$ cat src/rtl/sv_motor_seq.sv
// sv_motor_seq: hobby-servo position controller.
// Manual jog vs 4-entry waypoint sequencer, slew-limited to 1 deg per tick.
module sv_motor_seq #(
  parameter int DIV_W       = 22,
  parameter int DWELL_TICKS = 8,
  parameter int DEG_MAX     = 180,
  parameter int DEG_HOME    = 90
) (
  input  logic       clk,
  input  logic       rst,
  input  logic       inc,
  input  logic       dec,
  input  logic [1:0] speed,
  input  logic       wp_we,
  input  logic [1:0] wp_addr,
  input  logic [7:0] wp_data,
  input  logic [2:0] wp_cnt,
  input  logic       start,
  input  logic       stop,
  input  logic       loop,
  output logic [7:0] deg,
  output logic [1:0] state,
  output logic       busy,
  output logic       done,
  output logic [1:0] wp_idx,
  output logic       err
);

  typedef enum logic [1:0] {
    S_IDLE   = 2'd0,
    S_MANUAL = 2'd1,
    S_MOVE   = 2'd2,
    S_DWELL  = 2'd3
  } state_e;

  localparam int DT_W = (DWELL_TICKS > 1) ? $clog2(DWELL_TICKS) : 1;
  localparam logic [DT_W-1:0] DT_LAST = DT_W'(DWELL_TICKS - 1);
  localparam logic [7:0] MAX8  = 8'(DEG_MAX);
  localparam logic [7:0] HOME8 = 8'(DEG_HOME);

  state_e            state_q, state_d;
  logic [7:0]        deg_q, deg_d;
  logic [7:0]        tgt_q, tgt_d;
  logic [1:0]        idx_q, idx_d;
  logic [DT_W-1:0]   dwl_q, dwl_d;
  logic [DIV_W-1:0]  cnt_q, cnt_d;
  logic              done_q, done_d;
  logic              err_q, err_d;
  logic              busy_q, busy_d;
  logic [7:0]        wp_q [4];
  logic              tick, jog;
  logic [2:0]        eff_cnt, nxt_idx;

  assign tick    = cnt_q[DIV_W-1];
  assign jog     = inc | dec;
  assign eff_cnt = (wp_cnt > 3'd4) ? 3'd4 : wp_cnt;
  assign nxt_idx = {1'b0, idx_q} + 3'd1;

  // next-state, position stepping and sequencer bookkeeping
  always_comb begin
    state_d = state_q;
    deg_d   = deg_q;
    tgt_d   = tgt_q;
    idx_d   = idx_q;
    dwl_d   = dwl_q;
    done_d  = 1'b0;
    err_d   = err_q;
    unique case (state_q)
      S_IDLE: begin
        if (jog) begin
          state_d = S_MANUAL;
        end else if (start && wp_cnt != 3'd0) begin
          state_d = S_MOVE;
          idx_d   = 2'd0;
          tgt_d   = wp_q[0];
          err_d   = 1'b0;
        end
      end
      S_MANUAL: begin
        if (!jog) begin
          state_d = S_IDLE;
        end else if (tick) begin
          if (inc) begin
            if (deg_q != MAX8) deg_d = deg_q + 8'd1;
          end else if (deg_q != 8'd0) begin
            deg_d = deg_q - 8'd1;
          end
        end
      end
      S_MOVE: begin
        if (jog) begin
          state_d = S_MANUAL;
          idx_d   = 2'd0;
        end else if (stop) begin
          state_d = S_IDLE;
        end else if (deg_q == tgt_q) begin
          state_d = S_DWELL;
          dwl_d   = '0;
        end else if (tick) begin
          deg_d = (tgt_q > deg_q) ? deg_q + 8'd1 : deg_q - 8'd1;
        end
      end
      S_DWELL: begin
        if (jog) begin
          state_d = S_MANUAL;
          idx_d   = 2'd0;
        end else if (stop) begin
          state_d = S_IDLE;
        end else if (tick) begin
          if (dwl_q != DT_LAST) begin
            dwl_d = dwl_q + DT_W'(1);
          end else if (nxt_idx < eff_cnt) begin
            state_d = S_MOVE;
            idx_d   = nxt_idx[1:0];
            tgt_d   = wp_q[nxt_idx[1:0]];
          end else if (loop) begin
            state_d = S_MOVE;
            idx_d   = 2'd0;
            tgt_d   = wp_q[0];
          end else begin
            state_d = S_IDLE;
            idx_d   = 2'd0;
            done_d  = 1'b1;
          end
        end
      end
      default: state_d = S_IDLE;
    endcase
    if (wp_we && wp_data > MAX8) err_d = 1'b1;
    busy_d = (state_d == S_MOVE) || (state_d == S_DWELL);
    if (state_d != state_q || state_q == S_IDLE || tick)
      cnt_d = '0;
    else
      cnt_d = cnt_q + DIV_W'(speed) + DIV_W'(1);
  end

  // FSM, position and tick-divider registers
  always_ff @(posedge clk or negedge rst) begin
    if (!rst) begin
      state_q <= S_IDLE;
      deg_q   <= HOME8;
      tgt_q   <= HOME8;
      idx_q   <= 2'd0;
      dwl_q   <= '0;
      cnt_q   <= '0;
      done_q  <= 1'b0;
      err_q   <= 1'b0;
      busy_q  <= 1'b0;
    end else begin
      state_q <= state_d;
      deg_q   <= deg_d;
      tgt_q   <= tgt_d;
      idx_q   <= idx_d;
      dwl_q   <= dwl_d;
      cnt_q   <= cnt_d;
      done_q  <= done_d;
      err_q   <= err_d;
      busy_q  <= busy_d;
    end
  end

  // waypoint table, clamped on write
  always_ff @(posedge clk or negedge rst) begin
    if (!rst) begin
      for (int i = 0; i < 4; i++) wp_q[i] <= HOME8;
    end else if (wp_we) begin
      wp_q[wp_addr] <= (wp_data > MAX8) ? MAX8 : wp_data;
    end
  end

  assign deg    = deg_q;
  assign state  = state_q;
  assign busy   = busy_q;
  assign done   = done_q;
  assign wp_idx = idx_q;
  assign err    = err_q;

endmodule
$ cat config.mk
export PLATFORM = sky130hd
export DESIGN_NAME = sv_motor_seq
export DESIGN_NICKNAME = d
export VERILOG_FILES = /design/src/rtl/sv_motor_seq.sv
export SDC_FILE = /design/constraint.sdc
export NUM_CORES = 1
export LEC_CHECK = 0
export BUFFER_PORTS_ARGS = -buffer_cell sky130_fd_sc_hd__buf_4
export CORE_ASPECT_RATIO = 0.9
export CORE_UTILIZATION = 45
export DETAILED_ROUTE_END_ITERATION = 12
export PLACE_DENSITY = 0.65
export REMOVE_ABC_BUFFERS = 1
export SYNTH_ARGS = -nofsm -noshare
export SYNTH_HDL_FRONTEND = slang
export SYNTH_SLANG_ARGS = --single-unit
export TNS_END_PERCENT = 10
$ cat constraint.sdc
create_clock -name clk -period 2.4 [get_ports clk]
set_input_delay 0.24 -clock clk [delete_from_list [all_inputs] [get_ports clk]]
set_output_delay 0.24 -clock clk [all_outputs]
set_load 0.03 [all_outputs]
## After elaboration in Yosys (flattened, before gate mapping)

Index checks and enable logic that the tools add are counted.

| operators by class | value |
|---|---|
| reduce and logical (&&, ||, !) cells | 20 |
| multiplexer cells | 70 |
| bitwise gates (word level) | 3 |
| magnitude comparators | 7 |
| equality and inequality tests | 31 |
| $add $sub $neg | 6 |

Operators by type and width:

| cell | count |
|---|---|
| $mux W8 | 22 |
| $mux W2 | 20 |
| $bwmux W32 | 1 |
| $pmux W8 S2 | 2 |
| $ne A2 B2 Y1 const B | 15 |
| $mux W3 | 8 |
| $add A22 B1 Y22 const B | 1 |
| $add A22 B2 Y22 | 1 |
| $mux W22 | 1 |
| $ne A3 B3 Y1 const B | 7 |
| $bmux W8 S2 | 1 |
| $demux W8 S2 | 1 |
| $reduce_and A8 Y1 | 2 |
| $mux W1 | 11 |
| $reduce_bool A2 Y1 | 5 |
| $reduce_and A9 Y1 | 1 |
| $add A8 B1 Y8 const B | 1 |
| $eq A2 B2 Y1 const B | 4 |
| $eq A8 B8 Y1 | 1 |
| $gt A8 B8 Y1 | 1 |
| $gt A8 B8 Y1 const B | 1 |
| $ne A8 B8 Y1 const B | 1 |
| $pmux W2 S4 | 1 |
| $reduce_bool A8 Y1 | 1 |
| other kinds (20) | 27 |

| storage, ports and cells | value |
|---|---|
| word-level logic and storage cells | 150 |
| output and inout port bits | 15 |
| input bits | 23 |
| register bits | 80 |

## Longest topological paths before layout

| logic depth | value |
|---|---|
| depth in word-level cells | 13 |
| depth in mapped cells | 10 |
| mapped depth without buffers | 9 |

## Worst setup path before layout

No wires, ideal clock.

| timing path | value |
|---|---|
| path kind | reg2reg |
| from | register deg_q[5] (netlist: deg[5]) |
| to | register deg_q[7] (netlist: deg[7]) |
| cell stages (with the launch flop) | 11 |
| data required time | 2.266 ns |
| buffers on the path | 2 |
| period minus slack after synthesis | 2.468 ns |
| data arrival time | 2.333 ns |
| library setup time | 0.134 ns |
| slack | -0.068 ns |
| cells stage by stage | dfrtp_1 clkbuf_1 inv_1 ha_1 and4_1 o2111ai_1 a32o_1 buf_4 nor4b_1 a41oi_1 xnor2_1 |

| between the ends | value |
|---|---|
| cells in the longest elaborated chain, start to end | 7 |
| elaborated cells on any way between the ends | 21 |
| those cells by class | 2 x add/sub; 1 x order compare; 5 x eq/ne; 11 x mux; 2 x reduce/logical |

Ends and longest elaborated chain:

| element | RTL line | RTL |
|---|---|---|
| start, declared | 42 | `logic [7:0] deg_q, deg_d;` |
| start signal, assigned | 151 | `deg_q <= deg_d;` |
| $sub A8 B1 Y8 (tied with other cells) | 86, 100 |  |
| $mux W8 | 100 | `deg_d = (tgt_q > deg_q) ? deg_q + 8'd1 : deg_q - 8'd1;` |
| $mux W8 | 99 | `end else if (tick) begin` |
| $mux W8 | 96 | `end else if (deg_q == tgt_q) begin` |
| $mux W8 | 94 | `end else if (stop) begin` |
| $mux W8 | 91 | `if (jog) begin` |
| $pmux W8 S2 | 68 | `unique case (state_q)` |

Parallel ways exist; a longest one is shown, timed or not. The select of a mux whose other input is x is not followed.
A chain may end at the register's enable or synchronous reset.

## Worst setup path after layout

| timing path | value |
|---|---|
| from | register idx_q[0] (netlist: wp_idx[0]) |
| to | register cnt_q[21] |

| between the ends | value |
|---|---|
| cells in the longest elaborated chain, start to end | 12 |

Ends and longest elaborated chain:

| element | RTL line | RTL |
|---|---|---|
| start, declared | 44 | `logic [1:0] idx_q, idx_d;` |
| start signal, assigned | 153 | `idx_q <= idx_d;` |
| $add A2 B1 Y3 | 57 | `assign nxt_idx = {1'b0, idx_q} + 3'd1;` |
| $lt A3 B3 Y1 | 112 | `end else if (nxt_idx < eff_cnt) begin` |
| $mux W2 | 112 |  |
| $mux W2 | 110 | `if (dwl_q != DT_LAST) begin` |
| $mux W2 | 109 | `end else if (tick) begin` |
| $mux W2 | 107 | `end else if (stop) begin` |
| $mux W2 | 104 | `if (jog) begin` |
| $pmux W2 S4 | 68 |  |
| $ne A2 B2 Y1 | 131 | `if (state_d != state_q \|\| state_q == S_IDLE \|\| tick)` |
| $logic_or A1 B1 Y1 (2 in a row) | 131 |  |
| $mux W22 | 131 |  |
| named net cnt_d[21] | 46 | `logic [DIV_W-1:0] cnt_q, cnt_d;` |
| end signal, assigned | 155 | `cnt_q <= cnt_d;` |
| end, declared | 46 |  |

The timed path passes the listed nets, and every way through them passes these cells.

==> flow_summary.json <==
{
  "outcome": "complete, no violations",
  "design_area_um2": 5180,
  "synth-async-reset-ratio_pct": 100,
  "grt_pass1_vias": 3303,
  "portBuffers": 37,
  "criticalPathCategory": "reg2reg",
  "clockPowerShare_pct": 26.9,
  "num_antenna_cells": 0,
  "internal_power_mw": 2.53,
  "synth_seq_area_share_pct": 46.1,
  "synthMuxAreaShare_pct": 4.05,
  "cp.arrival_ns": 2.58,
  "cts.htree.levels": 3,
  "synthXorXnorAreaFrac_pct": 5.43,
  "antenna_found_initial": 0,
  "grt-ovfl-total": 0,
  "critPathMaxFanout": 2,
  "clkSinkCount": 79,
  "worst_setup_path_start_kind": "flip-flop",
  "max_slew.worst_pin.slew_ns": 0.578,
  "fin_cells": 651,
  "reg2reg_from": "wp_idx[0]",
  "drtAntennaViolNets": 0,
  "slew_viol_final": 0,
  "hold_depth": 2,
  "grtUsageMet3_pct": 5.54,
  "core-area_um2": 9250,
  "cts_setup_buffers": 0,
  "gp_congestion": 0.856,
  "swShare_pct": 33.9,
  "wl_per_cell_um": 14.3,
  "synth_simple_gate_area_share_pct": 18.5,
  "syn_inst": 466,
  "tns_ns": 0,
  "vias_per_cell": 5.39,
  "syn_area_um2": 4350,
  "synthToLayoutAreaGrowth_pct": 18.9,
  "synthFlopType": "dfrtp_1",
  "synth_top_family_by_area": "simple AND/OR/NAND/NOR gates",
  "setup_violations": 0,
  "fin_crit_sh_pct": 97.3,
  "drtPass1Iterations": 5,
  "required_ns": 2.64,
  "final_cell_mix": "nand2_1 (63), buf_4 (62), dfrtp_1 (55)",
  "grtUsageMet2_pct": 31.4,
  "min-delay-start": "loop",
  "synth_compound_area_share_pct": 15.4,
  "ys_warn_count": 0,
  "dp.final_hpwl_um": 6700,
  "dp.cells": 634,
  "ios": 38,
  "leakagePower_nw": 2.23,
  "combPwrFrac_pct": 29.1,
  "max_cap_viol_count": 0,
  "p_seq_share_pct": 44.0,
  "clock_latency_ns": 0.35,
  "grt.busiest_layer": "met2",
  "num_vias": 3510,
  "synth.avg_cell_area_um2": 9.34,
  "path_clk_slew_ns": 0.09,
  "place_area_um2": 4930,
  "use_met1_pct": 27.2,
  "fin_worst_skew_ns": 0.0118,
  "relSlewSlack_pct": 61.4,
  "grt_usage_pct": 19.9,
  "mostFrequentLayoutCell": "nand2_1",
  "p_switching_mw": 1.30,
  "powerDensity_nw_per_um2": 739,
  "cp-startpoint": "wp_idx[0]",
  "cts-root-buf": "clkbuf_8",
  "hold_viol": 0,
  "drive_gt1_share_pct": 22.7,
  "die_area_um2": 10100,
  "clock_path_buffers": 2,
  "ys_types": 64,
  "nFillCells": 858,
  "drc": 0,
  "min_period_ns": 2.33,
  "power.total_mw": 3.83,
  "grt_max_degree": 80,
  "fmax_ghz": 0.428,
  "rr_worst_depth": 8,
  "drt-initial-drc-count": 158,
  "grt_pass1_wl_um": 15600,
  "numCtsBuffers": 9,
  "routed_wl_um": 9330,
  "crit_path_end_kind": "flip-flop",
  "start_util_pct": 47.1,
  "synth_seq_cells": 79,
  "min-delay-path-class": "in2reg",
  "synthAdderAreaFrac_pct": 6.78,
  "nets": 570,
  "vdd_drop_max_mv": 0.372,
  "die_w_um": 106,
  "rsz0062_at_grt": "true",
  "synth_edf_count": 0,
  "dieHeight_um": 95.3,
  "rows": 33,
  "cts_tree": "done"
}
[cell usage after synthesis, drive strengths merged, types with 2 or more instances]
cell type	number	area, um2
nor2	48	180
buf	6	33.8
or4	2	18.8
nand2	63	236
nand2b	4	25.0
nor2b	4	25.0
o2111ai	2	17.5
and3	3	18.8
xor2	12	105
a31oi	2	12.5
nor4b	3	32.5
nand3	10	50.1
clkbuf	12	45.0
or3	2	12.5
a21o	3	22.5
nand3b	3	22.5
or2	3	21.3
nor4	3	18.8
dfrtp	55	1380
o22ai	7	43.8
o21ai	55	279
dfstp	24	631
nor3	10	50.1
a21oi	15	78.8
mux2i	12	120
o21bai	2	15.0
and2	2	12.5
nand4	9	56.3
ha	22	275
xnor2	15	131
a41oi	2	17.5
mux2	5	56.3
inv	23	86.3
a211o	3	26.3
[timing repair]
action	4_1_cts	5_1_grt
gates resized for setup	0	8
hold buffers	1	0
hold endpoints to repair	55	0
endpoints found under the setup margin	0	33
[final timing paths]
check	to	slack (ns)
min in group asynchronous	deg[5]	0.44
max in group asynchronous	deg[6]	1.60
setup reg to reg	cnt_q[21]	0.07
setup / recovery	cnt_q[21]	0.07
hold / removal	done	0.06
hold reg to reg	wp_q[30]	0.47
[cells by family (layout without fill, tap and decap cells)]
family | after synthesis | count (layout)
simple gates | 172 | 172
flops | 79 | 79
compound gates | 107 | 107
xor+xnor | 27 | 27
mux | 17 | 17
buf+inv | 41 | 104
fa+ha+maj | 23 | 23
[sequential cells by signal, summed over array words and instances (netlist names)]
register and count:
wp_q 32, dwl_q 3, busy 1, state 1
wp_idx 2, deg 8, done 1, cnt_q 22
tgt_q 8, err 1
[power by group through the flow]
stage	sequential, mW	clock, mW	combinational, mW
6_report	1.68	1.03	1.11
5_1_grt	1.71	1.12	1.26
4_1_cts	1.68	1.05	1.11
3_5_place_dp	1.71	0	1.10
3_3_place_gp	1.70	0	1.08
2_1_floorplan	1.72	0	0.639
[worst max-delay path, cell delays in order (launching register included)]
cell and delay [ns]:
dfrtp_1 0.40, ha_1 0.21, ha_1 0.30, a21o_1 0.20, a31oi_2 0.18, nor3_1 0.06, a211o_1 0.29, a31o_2 0.29
nor4b_2 0.29
[area by class of cell]
cell class                 count  area (um2)  area share [%]
clock inverter                 7        78.8            1.52
multi-input combinational    346        2210            42.8
tap                          122         153            2.95
clock buffer                   9         124            2.39
sequential                    79        2010            38.8
inverter                      23        86.3            1.67
timing repair buffer          65         515            9.95
[through the flow]
stage | setup slack, ns | hold WS (ns) | utilization, %
floorplan | -0.574 | -0.0556 | -
global placement | 0.115 | 0.292 | 53.3
detailed placement | 0.0588 | 0.295 | 53.3
CTS | 0.0349 | 0.0447 | 55.6
global route | -0.0522 | 0.0361 | 56.0
finish | 0.0658 | 0.0620 | 56.0
[routing by layer]
metal / part of all wire (%) / wire (um)
met5: 0 / 0
met4: 1.3 / 123
met3: 4.2 / 389
met2: 47 / 4340
met1: 48 / 4470
Note: power is estimated with default switching activity, not from simulation.
